**config.mk**
```make
export PLATFORM = sky130hd
export DESIGN_NAME = keypad_scanner
export DESIGN_NICKNAME = d
export VERILOG_FILES = /design/src/rtl/keypad_pkg.sv /design/src/rtl/row_sync.sv /design/src/rtl/keypad_scanner.sv
export SDC_FILE = /design/constraint.sdc
export NUM_CORES = 1
export LEC_CHECK = 0
export CAP_MARGIN = 20
export CORE_ASPECT_RATIO = 1.5
export CORE_MARGIN = 1
export CORE_UTILIZATION = 62
export DETAILED_ROUTE_END_ITERATION = 8
export HOLD_SLACK_MARGIN = 0.06
export PLACE_DENSITY_LB_ADDON = 0.1
export SLEW_MARGIN = 10
export SYNTH_ARGS = -nofsm -noshare
export SYNTH_HDL_FRONTEND = slang
export SYNTH_SLANG_ARGS = --single-unit
```
**constraint.sdc**
```tcl
create_clock -name clk0 -period 12.8 [get_ports clk0]
set_clock_uncertainty 0.15 [all_clocks]
set_input_delay 2.56 -clock clk0 [delete_from_list [all_inputs] [get_ports clk0]]
set_output_delay 2.56 -clock clk0 [all_outputs]
set_load 0.01 [all_outputs]
```
**src/rtl/keypad_pkg.sv**
```systemverilog
// Shared types and constants for the 4x4 key-matrix scanner.
package keypad_pkg;

  localparam int unsigned NUM_COLS = 4;
  localparam int unsigned NUM_ROWS = 4;
  localparam int unsigned KEY_W    = 4;
  localparam int unsigned HIT_W    = NUM_COLS * NUM_ROWS;
  localparam int unsigned CNT_W    = 4;

  typedef enum logic [1:0] {
    IDLE,
    PRESS_WAIT,
    HELD,
    RELEASE_WAIT
  } state_t;

  typedef enum logic [1:0] {
    NONE,
    SINGLE,
    MULTI
  } result_kind_t;

  typedef struct packed {
    result_kind_t      kind;
    logic [KEY_W-1:0]  code;
  } frame_result_t;

  // Bit index of the hit map equals the key code {col, row}.
  function automatic frame_result_t classify(input logic [HIT_W-1:0] hits);
    frame_result_t r;
    int unsigned   ones;
    ones   = 0;
    r.kind = NONE;
    r.code = '0;
    for (int unsigned i = 0; i < HIT_W; i++) begin
      if (hits[i]) begin
        ones   = ones + 1;
        r.code = KEY_W'(i);
      end
    end
    if (ones == 1)     r.kind = SINGLE;
    else if (ones > 1) r.kind = MULTI;
    return r;
  endfunction

endpackage

```
**src/rtl/row_sync.sv**
```systemverilog
// Two-flop synchronizer for asynchronous board inputs.
module row_sync #(
  parameter int unsigned WIDTH = 4
) (
  input  logic             clk0,
  input  logic             reset_n,
  input  logic [WIDTH-1:0] raw,
  output logic [WIDTH-1:0] synced
);

  logic [WIDTH-1:0] meta;

  always_ff @(posedge clk0 or negedge reset_n) begin
    if (!reset_n) begin
      meta   <= '0;
      synced <= '0;
    end else begin
      meta   <= raw;
      synced <= meta;
    end
  end

endmodule

```
**src/rtl/keypad_scanner.sv**
```systemverilog
// 4x4 key-matrix scanner: column strobing, frame-based debounce,
// single press/release events per key.
import keypad_pkg::*;

module keypad_scanner #(
  parameter int unsigned SCAN_DIV       = 100_000,
  parameter int unsigned DEBOUNCE_SCANS = 5
) (
  input  logic                clk0,
  input  logic                reset_n,
  input  logic [NUM_ROWS-1:0] row,
  output logic [NUM_COLS-1:0] col,
  output logic [KEY_W-1:0]    key_code,
  output logic                key_valid,
  output logic                key_release,
  output logic                key_held
);

  localparam int unsigned DIV_W = $clog2(SCAN_DIV);

  logic [NUM_ROWS-1:0] row_s;
  logic [DIV_W-1:0]    div;
  logic [1:0]          col_idx;
  logic [HIT_W-1:0]    hit;
  logic [HIT_W-1:0]    frame_hits_c;
  frame_result_t       res_c;
  state_t              state;
  logic [KEY_W-1:0]    cand;
  logic [CNT_W-1:0]    cnt;
  logic [CNT_W-1:0]    cnt_inc_c;
  logic                sample_c;
  logic                frame_end_c;
  logic                deb_done_c;
  logic                match_key_c;
  logic                match_cand_c;

  row_sync #(.WIDTH(NUM_ROWS)) u_row_sync (
    .clk0    (clk0),
    .reset_n (reset_n),
    .raw     (row),
    .synced  (row_s)
  );

  assign sample_c    = (div == DIV_W'(SCAN_DIV - 1));
  assign frame_end_c = sample_c && (col_idx == 2'(NUM_COLS - 1));

  // Hit map including the column being sampled right now.
  always_comb begin
    frame_hits_c = hit;
    for (int unsigned c = 0; c < NUM_COLS; c++) begin
      if (col_idx == 2'(c)) frame_hits_c[c*NUM_ROWS +: NUM_ROWS] = row_s;
    end
  end

  assign res_c        = classify(frame_hits_c);
  assign cnt_inc_c    = (cnt == '1) ? cnt : cnt + CNT_W'(1);
  assign deb_done_c   = (cnt_inc_c >= CNT_W'(DEBOUNCE_SCANS));
  assign match_key_c  = (res_c.kind == SINGLE) && (res_c.code == key_code);
  assign match_cand_c = (res_c.kind == SINGLE) && (res_c.code == cand);

  // Column dwell divider, strobe rotation and hit-map capture.
  always_ff @(posedge clk0 or negedge reset_n) begin
    if (!reset_n) begin
      div     <= '0;
      col_idx <= '0;
      col     <= NUM_COLS'(1);
      hit     <= '0;
    end else if (sample_c) begin
      div     <= '0;
      col_idx <= col_idx + 2'd1;
      col     <= {col[NUM_COLS-2:0], col[NUM_COLS-1]};
      hit     <= frame_end_c ? '0 : frame_hits_c;
    end else begin
      div     <= div + DIV_W'(1);
    end
  end

  // Debounce FSM, advanced once per frame.
  always_ff @(posedge clk0 or negedge reset_n) begin
    if (!reset_n) begin
      state       <= IDLE;
      cand        <= '0;
      cnt         <= '0;
      key_code    <= '0;
      key_valid   <= 1'b0;
      key_release <= 1'b0;
      key_held    <= 1'b0;
    end else begin
      key_valid   <= 1'b0;
      key_release <= 1'b0;
      if (frame_end_c) begin
        case (state)
          IDLE: begin
            if (res_c.kind == SINGLE) begin
              cand  <= res_c.code;
              cnt   <= CNT_W'(1);
              state <= PRESS_WAIT;
            end
          end
          PRESS_WAIT: begin
            case (res_c.kind)
              SINGLE: begin
                if (match_cand_c) begin
                  cnt <= cnt_inc_c;
                  if (deb_done_c) begin
                    key_code  <= cand;
                    key_valid <= 1'b1;
                    key_held  <= 1'b1;
                    state     <= HELD;
                  end
                end else begin
                  cand <= res_c.code;
                  cnt  <= CNT_W'(1);
                end
              end
              NONE:    state <= IDLE;
              default: ;  // MULTI freezes progress
            endcase
          end
          HELD: begin
            if (!match_key_c) begin
              cnt   <= CNT_W'(1);
              state <= RELEASE_WAIT;
            end
          end
          RELEASE_WAIT: begin
            if (match_key_c) begin
              state <= HELD;
            end else begin
              cnt <= cnt_inc_c;
              if (deb_done_c) begin
                key_release <= 1'b1;
                key_held    <= 1'b0;
                state       <= IDLE;
              end
            end
          end
          default: state <= IDLE;
        endcase
      end
    end
  end

endmodule

```
==> results of run 1 <==
==> registers in the layout (all words and copies together) (netlist names) <==
signal / cells
div: 17
hit: 16
cand: 4
cnt: 4
col: 4
key_code: 4
u_row_sync.meta: 4
u_row_sync.synced: 4
col_idx: 2
state: 2
key_held: 1
key_release: 1
key_valid: 1
==> power breakdown <==
group          leakage, µW  internal, µW  total (µW)  switching (µW)
Combinational      0.00153          33.7        76.3            42.5
Sequential        0.000858           204         206            2.11
Clock             0.000149           156         245            88.8
==> worst max path at each step <==
| stage | startpoint | slack, ns | to | cells after the start |
|---|---|---|---|---|
| 6_report | col_idx[0] | 2.37 | cnt[0] | 49 |
| 5_1_grt | col_idx[0] | 1.52 | cand[1] | 51 |
| 4_1_cts | col_idx[0] | 2.45 | cand[0] | 50 |
| 3_5_place_dp | col_idx[0] | 2.52 | cand[0] | 50 |
| 3_3_place_gp | col_idx[0] | 2.97 | cand[0] | 50 |
| 2_1_floorplan | col_idx[0] | 3.49 | cand[0] | 51 |
==> per-layer routing <==
metal | vias up | part of all wire
met2 | 69 | 0.53
li1 | 2021 | -
met5 | - | 0
met4 | 0 | 0.021
met1 | 1945 | 0.42
met3 | 20 | 0.028
==> per-stage QoR <==
step	hold slack (ns)	util
2_1_floorplan	0.181	-
3_3_place_gp	0.183	0.671
3_5_place_dp	0.186	0.671
4_1_cts	0.195	0.710
5_1_grt	0.203	0.710
6_report	0.194	0.710
==> Yosys cell counts (4+ instances only) <==
cell                       number  share of area
sky130_fd_sc_hd__nor3b_1        4         0.0058
sky130_fd_sc_hd__nand2b_1       4         0.0048
sky130_fd_sc_hd__a21o_1         6         0.0087
sky130_fd_sc_hd__ha_1          20          0.048
sky130_fd_sc_hd__a211oi_1       4         0.0058
sky130_fd_sc_hd__inv_1         18          0.013
sky130_fd_sc_hd__buf_6          4         0.0087
sky130_fd_sc_hd__mux2_2        16          0.035
sky130_fd_sc_hd__xnor2_1       35          0.059
sky130_fd_sc_hd__xor2_1        17          0.029
sky130_fd_sc_hd__o21ai_0       21          0.020
sky130_fd_sc_hd__xnor3_1        6          0.026
sky130_fd_sc_hd__or3_1          7         0.0084
sky130_fd_sc_hd__nand3_1       21          0.020
sky130_fd_sc_hd__and3_1         9          0.011
sky130_fd_sc_hd__mux2_4         5          0.014
sky130_fd_sc_hd__nand4_1       11          0.013
sky130_fd_sc_hd__and2_1        16          0.019
sky130_fd_sc_hd__dfrtp_1       63           0.30
sky130_fd_sc_hd__nor2_1        36          0.026
sky130_fd_sc_hd__mux2i_1       24          0.046
sky130_fd_sc_hd__a21oi_1       19          0.018
sky130_fd_sc_hd__o31ai_1       13          0.019
sky130_fd_sc_hd__clkbuf_1      12         0.0087
sky130_fd_sc_hd__a31oi_1        8         0.0096
sky130_fd_sc_hd__nor2b_1        4         0.0048
sky130_fd_sc_hd__xnor3_2        4          0.018
sky130_fd_sc_hd__nor3_1         8         0.0077
sky130_fd_sc_hd__nand2_1       69          0.050
==> logic make-up (layout without fill, tap and decap cells) <==
kind of cell | count (synthesis) | in the layout | share of synthesized area
mux | 46 | 46 | 0.0996
simple gates | 211 | 211 | 0.209
compound gates | 108 | 108 | 0.151
xor+xnor | 66 | 66 | 0.149
fa+ha+maj | 21 | 21 | 0.0500
flops | 64 | 64 | 0.308
buf+inv | 36 | 53 | 0.0322
==> worst register-to-register path, delay by kind of cell, from the launching register on <==
family | cells | cell delay, ns
XOR/XNOR | 1 | 0.18
AND/OR/NAND/NOR | 14 | 1.93
multiplexers | 2 | 0.64
buffers and inverters | 4 | 0.39
flip-flops | 1 | 0.40
AO/OA/AOI/OAI | 14 | 2.48
adder cells (fa/ha/maj) | 14 | 4.16
==> area by class of cell <==
cell class,count,area share
clock buffers,10,0.0418
clock inverters,6,0.0120
inverters,18,0.0118
multi-input cells,452,0.600
flip-flops and latches,64,0.280
well taps,105,0.0230
repair buffers,19,0.0310
==> run metrics, run 1 <==
number of max-slew violations in the final report=0; Yosys warning count=0; count of H-tree levels built during CTS=3; # resized after CTS=0; cell with the largest stage delay on the worst path=sky130_fd_sc_hd__or4_4; non-filler cells, final=674; Setup CP Type=reg -> reg; cell area reported after detailed placement=around 5400 µm²; share of async-settable or async-resettable flops after synthesis=1.00; 1st-pass router iterations=4; net count after synthesis=just under 600; number of port buffers=16; Post-synth EDFFs=0; count of final setup violators=0; post-synthesis cell count=roughly 550; number of I/O pins=17; status=finished clean; via count of the first global-routing pass=just over 4,000; max-capacitance violation count=0; total power consumption of the routed design=roughly 530 µW; CTS tree=built; Multi-input gate area=about 3400 µm²; number of vias per cell after detailed routing=roughly 6; sequential cell area=approximately 1600 µm²; antenna violations before repair=0; share of the yosys chip area belonging to registers=0.308; total clock buffers created by CTS=9; largest net degree at the start of global routing=65; buffering stage count on the worst path with inverters included=4; Setup WS pre-CTS=between 2 and 3 ns; Setup TNS Final=0 ns; fraction of final layout cells sized beyond drive strength 1=0.114; Max rail drop VDD=0.0000944 V; GRT Residual Overflow=0; wire length after detailed routing=10,800 µm; measured slew at the worst slew-check pin=a little under 0.8 ns; placeable core area=8060 µm²; worst setup slack for register-to-register paths=between 2 and 2.5 ns; vias=slightly above 4,000; hold path start=u_row_sync.meta[0]; minimum clock period=10.43 ns; required arrival time at the worst endpoint=between 10 and 15 ns; clock latency at the later pin of the worst-skew pair=between 0.3 and 0.4 ns; class of the tightest hold or removal check=reg -> reg; row count=40; maximum count of clock buffers along a single path=2; worst path arrival time=10.50 ns; startpoint class of the critical path=flop; most frequent standard cell in the layout excluding fill and tap cells=sky130_fd_sc_hd__nand2_1; number of distinct library cells after synthesis=approximately 80; Worst Setup Slack, final=~2.4 ns; total power divided by cell area=between 90 and 100 nW/µm²; setup repair after global routing missed its margin=false; Post-Synthesis Cell Area=5200 µm²; critical path's largest stage delay=around 0.55 ns; number of register bits inferred by synthesis=64; CTS hold repair buffers=0; largest fanout of any net on the critical path=7; half-perimeter wire length after detailed placement=around 8000 µm; CP dominant cell by count=sky130_fd_sc_hd__ha_1; count of filler cells inserted in the layout=620; CP delay by family, top=adder cells; Setup crit end kind=flop; antenna diode instance count=0; Top FF cell, synth=sky130_fd_sc_hd__dfrtp_1; Reg2Reg Depth=49; number of nets in the finished design=590; number of clock sinks seen by CTS=64; leakage power summed over all cells=~0.0025 µW; initial cell density of the core=0.645; reg-to-reg critical path endpoint=cnt[0]; Iteration-0 DRC Markers=232; weighted congestion reported at the end of routability-driven placement=approximately 0.85; growth of design area from synthesis to finish=10.1%; die footprint=8770 µm²; global-route usage over all layers=0.263; post-detailed-route count of antenna-violating nets=0; period utilization=0.815; met1 Use GR=0.298; fraction of met2 tracks used by global routing=0.488; gr busiest metal=met2; Highest Clock Rate=around 0.096 GHz; Chip Width=approximately 77 µm; Die Height=between 100 and 150 µm; Critical R2R Launch=col_idx[0]; leading cell types in the layout, fill and taps excluded=sky130_fd_sc_hd__nand2_1, sky130_fd_sc_hd__dfrtp_1, sky130_fd_sc_hd__nor2_1; wire length of the first global-routing pass=18,500 µm; register clock-pin slew on the reported worst setup and hold paths=0.05 ns; average routed wire per standard cell=16.0 µm; hold-critical path endpoint=u_row_sync.synced[0]; final cell area excluding filler cells=about 5700 µm²; count of endpoints failing hold in the final timing report=0; mean post-synth cell area=around 9.4 µm²; met3 usage in global routing=0.0422; post-CTS setup repair buffer count=0; number of remaining DRC errors=0; cell at the root of the clock tree=sky130_fd_sc_hd__clkbuf_16; cell depth of the worst min-delay path=0; Placed Cells incl. Taps=658; worst slew margin relative to its limit=0.457
No activity file was read; power rests on OpenSTA's default activity.
==> run 2, diff against run 1 <==
==> constraint.sdc (replaced) <==
create_clock -name clk0 -period 10.25 [get_ports clk0]
set_clock_uncertainty 0.15 [all_clocks]
set_input_delay 2.05 -clock clk0 [delete_from_list [all_inputs] [get_ports clk0]]
set_output_delay 2.05 -clock clk0 [all_outputs]
set_load 0.01 [all_outputs]
==> run 2 against run 1 <==
  * Combinational power up 52%
  * Final area up 4.4%
  * Clock-buffer cell count unchanged
  * Clock power up 23%
  * Sequential share of layout area down 1.1 points
  * Power up 28%
  * Utilization up 3.2 points
==> run metrics, run 2 (synthesized netlist as in run 1, its figures left out) <==
die footprint=8770 µm² (unchanged); number of nets in the finished design=606 (+2.7%); max reg flops=17 (unchanged); cell at the root of the clock tree=sky130_fd_sc_hd__clkbuf_16; worst slew margin relative to its limit=0.463 (+0.00659); Setup CP Type=reg -> reg; number of vias per cell after detailed routing=6.01 (about the same); clock latency at the later pin of the worst-skew pair=0.33 ns (about the same); Max rail drop VDD=0.000156 V (+66%); count of filler cells inserted in the layout=586 (-5.5%); count of endpoints failing hold in the final timing report=0 (unchanged); number of clock sinks seen by CTS=64 (unchanged); fraction of final layout cells sized beyond drive strength 1=0.188 (+0.0738); count of final setup violators=0 (unchanged); number of port buffers=16 (unchanged); number of I/O pins=17 (unchanged); average routed wire per standard cell=16.6 µm (+3.5%); max-capacitance violation count=0 (unchanged); minimum clock period=9.79 ns (-0.645 ns); wire length after detailed routing=11,500 µm (+6.0%); register clock-pin slew on the reported worst setup and hold paths=0.06 ns (about the same); maximum count of clock buffers along a single path=2 (unchanged); placeable core area=8060 µm² (unchanged); Highest Clock Rate=0.102 GHz (+6.6%); Worst Setup Slack, final=0.463 ns (-1.90 ns); post-detailed-route count of antenna-violating nets=0 (unchanged); gr busiest metal=met2; antenna diode instance count=0 (unchanged); leakage power summed over all cells=0.00261 µW (+2.8%); largest fanout of any net on the critical path=7 (unchanged); number of max-slew violations in the final report=0 (unchanged); weighted congestion reported at the end of routability-driven placement=0.869 (+2.7%); cell area reported after detailed placement=5440 µm² (+0.56%); met1 Use GR=0.311 (+0.0126); GRT Residual Overflow=0 (unchanged); total clock buffers created by CTS=9 (unchanged); via count of the first global-routing pass=4,207 (+2.1%); Setup WS pre-CTS=-0.158 ns (-2.68 ns); met3 usage in global routing=0.0430 (+0.000797); buffering stage count on the worst path with inverters included=4 (unchanged); total power divided by cell area=113 nW/µm² (+22%); vias=4,148 (+2.3%); Die Height=114 µm (unchanged); Setup crit end kind=flop; critical path's largest stage delay=0.55 ns (about the same); CP delay by family, top=adder cells; CTS tree=built; status=finished clean; cell with the largest stage delay on the worst path=sky130_fd_sc_hd__or4_4; fraction of met2 tracks used by global routing=0.515 (+0.0274); class of the tightest hold or removal check=reg -> reg; initial cell density of the core=0.645 (unchanged); leading cell types in the layout, fill and taps excluded=sky130_fd_sc_hd__nand2_1, sky130_fd_sc_hd__dfrtp_1, sky130_fd_sc_hd__nor2_1, sky130_fd_sc_hd__xnor2_1, sky130_fd_sc_hd__nand3_1; global-route usage over all layers=0.275 (+0.0123); CP dominant cell by count=sky130_fd_sc_hd__ha_1; Chip Width=76.8 µm (unchanged); count of H-tree levels built during CTS=3 (unchanged); worst path arrival time=9.86 ns (-0.64 ns); Iteration-0 DRC Markers=187 (-19%); most frequent standard cell in the layout excluding fill and tap cells=sky130_fd_sc_hd__nand2_1; CTS hold repair buffers=0 (unchanged); Reg with most FFs=div; half-perimeter wire length after detailed placement=8060 µm (+2.1%); wire length of the first global-routing pass=19,200 µm (+3.6%); 1st-pass router iterations=6 (+2); startpoint class of the critical path=flop; largest net degree at the start of global routing=65 (unchanged); antenna violations before repair=0 (unchanged); growth of design area from synthesis to finish=14.9%; period utilization=0.955 (+0.140); number of remaining DRC errors=0 (unchanged); final cell area excluding filler cells=5980 µm² (+4.4%); largest registers ranked by flip-flop count=div (17), hit (16); row count=40 (unchanged); measured slew at the worst slew-check pin=0.805 ns (+0.0107 ns); required arrival time at the worst endpoint=10.32 ns (-2.55 ns)
[run 2: cell types whose count changed in the layout (fill, tap and decap cells not counted), moves of 3 or more]
cell and delta:
sky130_fd_sc_hd__buf_4 +16, sky130_fd_sc_hd__clkinv_2 +3, sky130_fd_sc_hd__inv_2 +3, sky130_fd_sc_hd__inv_1 -3, sky130_fd_sc_hd__ha_4 +4, sky130_fd_sc_hd__ha_1 -4, sky130_fd_sc_hd__nand2_1 -3, sky130_fd_sc_hd__nand2_2 +3
sky130_fd_sc_hd__mux2i_1 -4
[run 2: where the power goes]
group          internal, µW  switching (µW)  total [µW]
logic                  53.6            62.4         116
registers               255            1.92         257
clock network           193             108         301
total                   501             172         674
[run 2: cell type report]
class                      count  area [µm²]  area share
inverter                      18        67.6      0.0113
sequential                    64        1610       0.269
tap                          105         131      0.0220
clock inverter                 6        58.8     0.00984
timing repair buffer          35         298      0.0498
clock buffer                  10         239      0.0400
multi-input combinational    452        3580       0.598
[run 2: through the flow]
step           utilization  std cells  setup TNS, ns  hold WS [ns]  power, µW
3_3_place_gp         0.675        662              0         0.182        353
5_1_grt              0.742        690         -0.133         0.210        700
4_1_cts              0.715        678              0         0.199        660
6_report             0.742        690              0         0.202        674
2_1_floorplan            -        552              0         0.181        334
3_5_place_dp         0.675        662         -0.763         0.186        357
[run 2: routing by layer]
metal  vias to the layer above  wire length, µm
met2                        46             6160
met5                         -                0
li1                       2048                -
met4                         0              244
met1                      2033             4760
met3                        21              289
[run 2: worst paths after layout]
check | start | endpoint | slack (ns) | cells past startpoint
max | col_idx[0] | cnt[0] | 0.46 | 49
min reg2reg | u_row_sync.meta[1] | u_row_sync.synced[1] | 0.20 | 0
max in group asynchronous | reset_n | u_row_sync.synced[2] | 7.64 | 2
min | u_row_sync.meta[1] | u_row_sync.synced[1] | 0.20 | 0
min in group asynchronous | reset_n | div[9] | 1.75 | 2
max reg2reg | col_idx[0] | cnt[0] | 0.46 | 49
[run 2: what timing repair did]
action | in CTS | in global routing
buffers inserted | 0 | 12
hold endpoints to repair | 0 | 0
gates resized for setup | 5 | 29
pin swaps | 0 | 10
endpoints found under the setup margin | 16 | 17
